`config.mk`:
```
export PLATFORM = sky130hd
export DESIGN_NAME = ram_port_arbiter
export DESIGN_NICKNAME = d
export VERILOG_FILES = /design/src/rtl/ram_arb_pkg.sv /design/src/rtl/rr_arb2.sv /design/src/rtl/ram_port_arbiter.sv
export SDC_FILE = /design/constraint.sdc
export NUM_CORES = 1
export LEC_CHECK = 0
export BUFFER_PORTS_ARGS = -buffer_cell sky130_fd_sc_hd__buf_2
export CORE_UTILIZATION = 36
export CTS_CLUSTER_DIAMETER = 100
export DETAILED_ROUTE_END_ITERATION = 10
export PLACE_DENSITY_LB_ADDON = 0.12
export SLEW_MARGIN = 20
export SYNTH_ARGS = -nofsm -noshare
export SYNTH_HDL_FRONTEND = slang
export SYNTH_HIERARCHICAL = 1
export SYNTH_SLANG_ARGS = --single-unit
```
`constraint.sdc`:
```
create_clock -name clk -period 4 [get_ports clk]
set_input_delay 0.6 -clock clk [delete_from_list [all_inputs] [get_ports clk]]
set_output_delay 0.6 -clock clk [all_outputs]
set_load 0.02 [all_outputs]
```
`src/rtl/ram_arb_pkg.sv`:
```
// Shared sizing and FSM encoding for the RAM port arbiter.
package ram_arb_pkg;
    localparam int AW    = 8;
    localparam int DW    = 16;
    localparam int DEPTH = 2 ** AW;

    typedef enum logic {
        INIT = 1'b0,
        RUN  = 1'b1
    } state_t;
endpackage

```
`src/rtl/rr_arb2.sv`:
```
// Two-way round-robin arbiter; the requester not granted most recently wins a tie.
module rr_arb2 (
    input  logic       clk,
    input  logic       rst,
    input  logic       i_en,
    input  logic [1:0] i_req,
    output logic [1:0] o_gnt
);
    import ram_arb_pkg::*;

    // High when requester 1 holds the most recent grant, so requester 0 is favoured.
    logic r_last;

    always_comb begin
        o_gnt = 2'b00;
        if (i_en) begin
            if (i_req == 2'b11) begin
                o_gnt = r_last ? 2'b01 : 2'b10;
            end else begin
                o_gnt = i_req;
            end
        end
    end

    always_ff @(posedge clk or negedge rst) begin
        if (!rst) begin
            r_last <= 1'b1;
        end else if (|o_gnt) begin
            r_last <= o_gnt[1];
        end
    end
endmodule

```
`src/rtl/ram_port_arbiter.sv`:
```
// Arbitrates two write and two read requesters onto a dual-port RAM,
// zero-filling the RAM after reset or a clr pulse before serving requests.
module ram_port_arbiter #(
    parameter int AW = 8,
    parameter int DW = 16
) (
    input  logic          clk,
    input  logic          rst,
    input  logic [1:0]    wreq,
    input  logic [AW-1:0] waddr0,
    input  logic [AW-1:0] waddr1,
    input  logic [DW-1:0] wdata0,
    input  logic [DW-1:0] wdata1,
    output logic [1:0]    wgnt,
    input  logic [1:0]    rreq,
    input  logic [AW-1:0] raddr0,
    input  logic [AW-1:0] raddr1,
    output logic [1:0]    rgnt,
    output logic [1:0]    rvalid,
    output logic [DW-1:0] rdata,
    input  logic          clr,
    output logic          init_busy,
    output logic          ram_wr,
    output logic [AW-1:0] ram_w_addr,
    output logic [DW-1:0] ram_din,
    output logic [AW-1:0] ram_r_addr,
    input  logic [DW-1:0] ram_dout
);
    import ram_arb_pkg::*;

    state_t        r_state;
    logic [AW-1:0] r_cnt;
    logic [1:0]    r_rvalid;
    logic          w_run;
    logic          w_en;
    logic [1:0]    w_wgnt;
    logic [1:0]    w_rgnt;

    assign w_run = (r_state == RUN);
    // Grants are withheld in the clr cycle so no read completes inside INIT.
    assign w_en  = w_run & ~clr;

    rr_arb2 u_warb (
        .clk   (clk),
        .rst   (rst),
        .i_en  (w_en),
        .i_req (wreq),
        .o_gnt (w_wgnt)
    );

    rr_arb2 u_rarb (
        .clk   (clk),
        .rst   (rst),
        .i_en  (w_en),
        .i_req (rreq),
        .o_gnt (w_rgnt)
    );

    always_ff @(posedge clk or negedge rst) begin
        if (!rst) begin
            r_state  <= INIT;
            r_cnt    <= '0;
            r_rvalid <= 2'b00;
        end else begin
            r_rvalid <= w_rgnt;
            case (r_state)
                INIT: begin
                    if (clr) begin
                        r_cnt <= '0;
                    end else begin
                        r_cnt <= r_cnt + 1'b1;
                        if (r_cnt == '1) begin
                            r_state <= RUN;
                        end
                    end
                end
                RUN: begin
                    if (clr) begin
                        r_state <= INIT;
                        r_cnt   <= '0;
                    end
                end
                default: begin
                    r_state <= INIT;
                    r_cnt   <= '0;
                end
            endcase
        end
    end

    // The reset input gates ram_wr directly so no write can slip out while reset is held.
    always_comb begin
        ram_wr     = 1'b0;
        ram_w_addr = waddr0;
        ram_din    = wdata0;
        if (!w_run) begin
            ram_wr     = rst;
            ram_w_addr = r_cnt;
            ram_din    = '0;
        end else if (|w_wgnt) begin
            ram_wr = 1'b1;
            if (w_wgnt[1]) begin
                ram_w_addr = waddr1;
                ram_din    = wdata1;
            end
        end
    end

    assign ram_r_addr = w_rgnt[1] ? raddr1 : raddr0;
    assign wgnt       = w_wgnt;
    assign rgnt       = w_rgnt;
    assign rvalid     = r_rvalid;
    assign rdata      = ram_dout;
    assign init_busy  = ~w_run;
endmodule

```
==> results.sh <==
export IMPL_hold_viol_final=0
export IMPL_drcViolationCount=0
export IMPL_hold_slack_ps=203
export IMPL_hp_class="input pin to asynchronous set/reset pin"
export IMPL_ys_seq_elements=13
export IMPL_drive_above_1_share_pct=51.2
export IMPL_synth_seq_area_share_pct=26.3
export IMPL_gp_congestion=0.724
export IMPL_crit_required_ps=3400
export IMPL_finalSetupTns_ps=0
export IMPL_die_width_um=60.9
export IMPL_rr_worst_depth=6
export IMPL_synthesis_area_um2=1250
export IMPL_path_max_fanout=25
export IMPL_synth_mux_area_share_pct=27.3
export IMPL_avgSynthCellArea_um2=8.32
export IMPL_regToRegSetupSlack_ps=2060
export IMPL_worstReg2RegStart="r_state$_DFF_PN0_"
export IMPL_yosys_area_top_type_share_pct=22.1
export IMPL_final_cells=290
export IMPL_crit_path_max_incr_delay_ps=520
export IMPL_slew_viol_final=0
export IMPL_synth_top_family_by_area="multiplexers"
export IMPL_final_fill_count=332
export IMPL_min_period_ps=3280
export IMPL_tightest_slew_ps=803
export IMPL_fin_nets=333
export IMPL_synth_xor_xnor_area_share_pct=2.81
export IMPL_ys_flop_type="dfrtp_1"
export IMPL_irDropWorstVdd_v=0.000138
export IMPL_area_growth_pct=41.3
export IMPL_setup_violations=0
export IMPL_grtUsageTotal_pct=17.3
export IMPL_die_area_um2=3700
export IMPL_num_rows=21
export IMPL_cts_made_buffers=3
export IMPL_final_area_um2=1760
export IMPL_die_y_um=60.9
export IMPL_dp_cells=286
export IMPL_synth_top_cell_by_area="dfrtp_1"
export IMPL_syn_nets=238
export IMPL_crit_arrival_ps=2680
export IMPL_first_pass_iters=4
export IMPL_io_buffers=110
export IMPL_n_antenna_cell=0
export IMPL_ios=143
export IMPL_antenna_found_initial=0
export IMPL_drt_initial_drc_count=48
export IMPL_reg2reg_to="rvalid[1]$_DFF_PN0_"
export IMPL_startpoint_type="flop"
export IMPL_htreeDepth=1
export IMPL_synth_edf_count=0
export IMPL_synth_cell_types=27
export IMPL_critPathBufInv=5
export IMPL_finalCritPeriodShare_pct=82.1
export IMPL_vias_per_cell=4.72
export IMPL_coreArea_um2=3340
export IMPL_async_flop_share_pct=100
export IMPL_worstSkewPairLatency_ps=280
export IMPL_yosys_area_share_simple_pct=19.5
export IMPL_path_delay_family="buffers and inverters"
export IMPL_cp_depth=10
export IMPL_post_cts_resized=0
export IMPL_multiInputGateArea_um2=758
export IMPL_max_freq_mhz=305
export IMPL_wirelength_um=3430
export IMPL_ff_latch_area_um2=328
export IMPL_criticalPathCategory="flop to primary output"
export IMPL_maxSlewHeadroom_pct=46.5
export IMPL_synthTopCellsByCount="33 x nor2_1, 25 x mux2i_1, 18 x buf_4, 15 x a21oi_1, 11 x dfrtp_1"
export IMPL_grt_pass1_wl_um=4800
export IMPL_numClockSinks=13
export IMPL_avgRoutedWirePerCell_um=11.8
export IMPL_grt_overflow_total=0
export IMPL_vias=1370
export IMPL_synth_compound_area_share_pct=9.33
export IMPL_ys_warn_count=6
export IMPL_synth_most_common_cell="nor2_1"
export IMPL_worst_path_most_repeated_cell="buf_4"
export IMPL_grt_pass1_vias=1147
export IMPL_place_area_um2=1740
export IMPL_synth_fa_ha_area_share_pct=1.00
export IMPL_cts_hold_buffers=0
export IMPL_cp_end_kind="primary output"
export IMPL_status="finished, final reports clean"
export IMPL_rsz0062_at_grt="no"
export IMPL_p_leak_uw=0.000958
export IMPL_synthCells=150
export IMPL_dp_hpwl_um=2800
export IMPL_cts_tree="done"
export IMPL_ant_nets=0
export IMPL_synth_area_leaders="dfrtp_1 22%, mux2i_1 20%, buf_4 11%"
export IMPL_maxCapViolCount=0
export IMPL_cts_clk_slew_worst_paths_ps=90
export IMPL_path_cells="buf_4 -> inv_2 -> nor2_1 -> buf_4 -> nand2_1 -> a21oi_4 -> buf_4 -> mux2i_1 -> a21oi_1 -> buf_2"
export IMPL_utilization_pct=52.8
export IMPL_start_util_pct=37.4
export IMPL_crit_slowest_cell="a21oi_4"
export IMPL_clock_path_buffers=2
export IMPL_post_cts_buffers=0
export IMPL_clock_skew_ps=3.93
export IMPL_clockRootBuffer="clkbuf_4"
export IMPL_power_density_nw_per_um2=172
export IMPL_grt_max_degree=26
==> final cells by class <==
class	instances	share of cell area, %
multi-input cells	110	43.0
repair buffers	114	32.9
flip-flops and latches	13	18.6
well taps	46	3.26
clock buffers	3	1.28
inverters	3	0.639
clock inverters	1	0.284
==> flip-flops by register name (all words and copies together), names as in the netlist <==
| register | flops |
|---|---|
| rvalid | 2 |
| r_state | 1 |
| u_warb/r_last | 1 |
| r_cnt | 8 |
| u_rarb/r_last | 1 |
==> logic make-up (layout without fill, tap and decap cells) <==
| family | Yosys count | in the layout |
|---|---|---|
| AOI/OAI and AO/OA | 21 | 21 |
| xor gates and xnor gates | 4 | 4 |
| adders and majority gates | 1 | 1 |
| buffers and inverters | 27 | 121 |
| DFF | 13 | 13 |
| muxes | 33 | 33 |
| and+or+nand+nor | 51 | 51 |
==> report_power, final <==
part | leakage [uW] | internal, uW | switching [uW] | total, uW
Clock | 0.0000177 | 37.1 | 46.6 | 83.6
Combinational | 0.000768 | 41.3 | 35.8 | 77.1
Sequential | 0.000172 | 137 | 6.22 | 143
==> cells in the final DEF (no fill, tap or decap), types with 3 or more instances in the layout <==
cell,count
mux2_1,8
nor2_1,33
clkbuf_4,3
buf_4,4
buf_2,110
xor2_1,3
nand2_1,6
mux2i_1,25
dfrtp_1,11
a21oi_1,14
o21ai_0,3
==> per-layer routing <==
layer  GRT usage, %  vias to the layer above  wire (um)
met5              0                        -          0
met4           6.82                        0         44
met3           2.77                       10        283
met2           27.8                       74       1500
met1           23.2                      599       1600
li1               -                      687          -
==> through the flow <==
step | total power (uW) | setup WS [ps]
finish | 304 | 718
CTS | 309 | 672
global route | 324 | 484
floorplan | 200 | 872
global placement | 224 | 1030
detailed placement | 224 | 1010
==> worst max path at each step <==
stage | end | slack, ps | startpoint
detailed placement | ram_w_addr[2] | 1010 | r_state$_DFF_PN0_
finish | ram_w_addr[2] | 720 | r_state$_DFF_PN0_
CTS | ram_w_addr[2] | 670 | r_state$_DFF_PN0_
floorplan | ram_wr | 870 | clr
global placement | ram_w_addr[2] | 1030 | clr
global route | ram_w_addr[6] | 480 | r_state$_DFF_PN0_
Note: power is estimated with default switching activity, not from simulation.
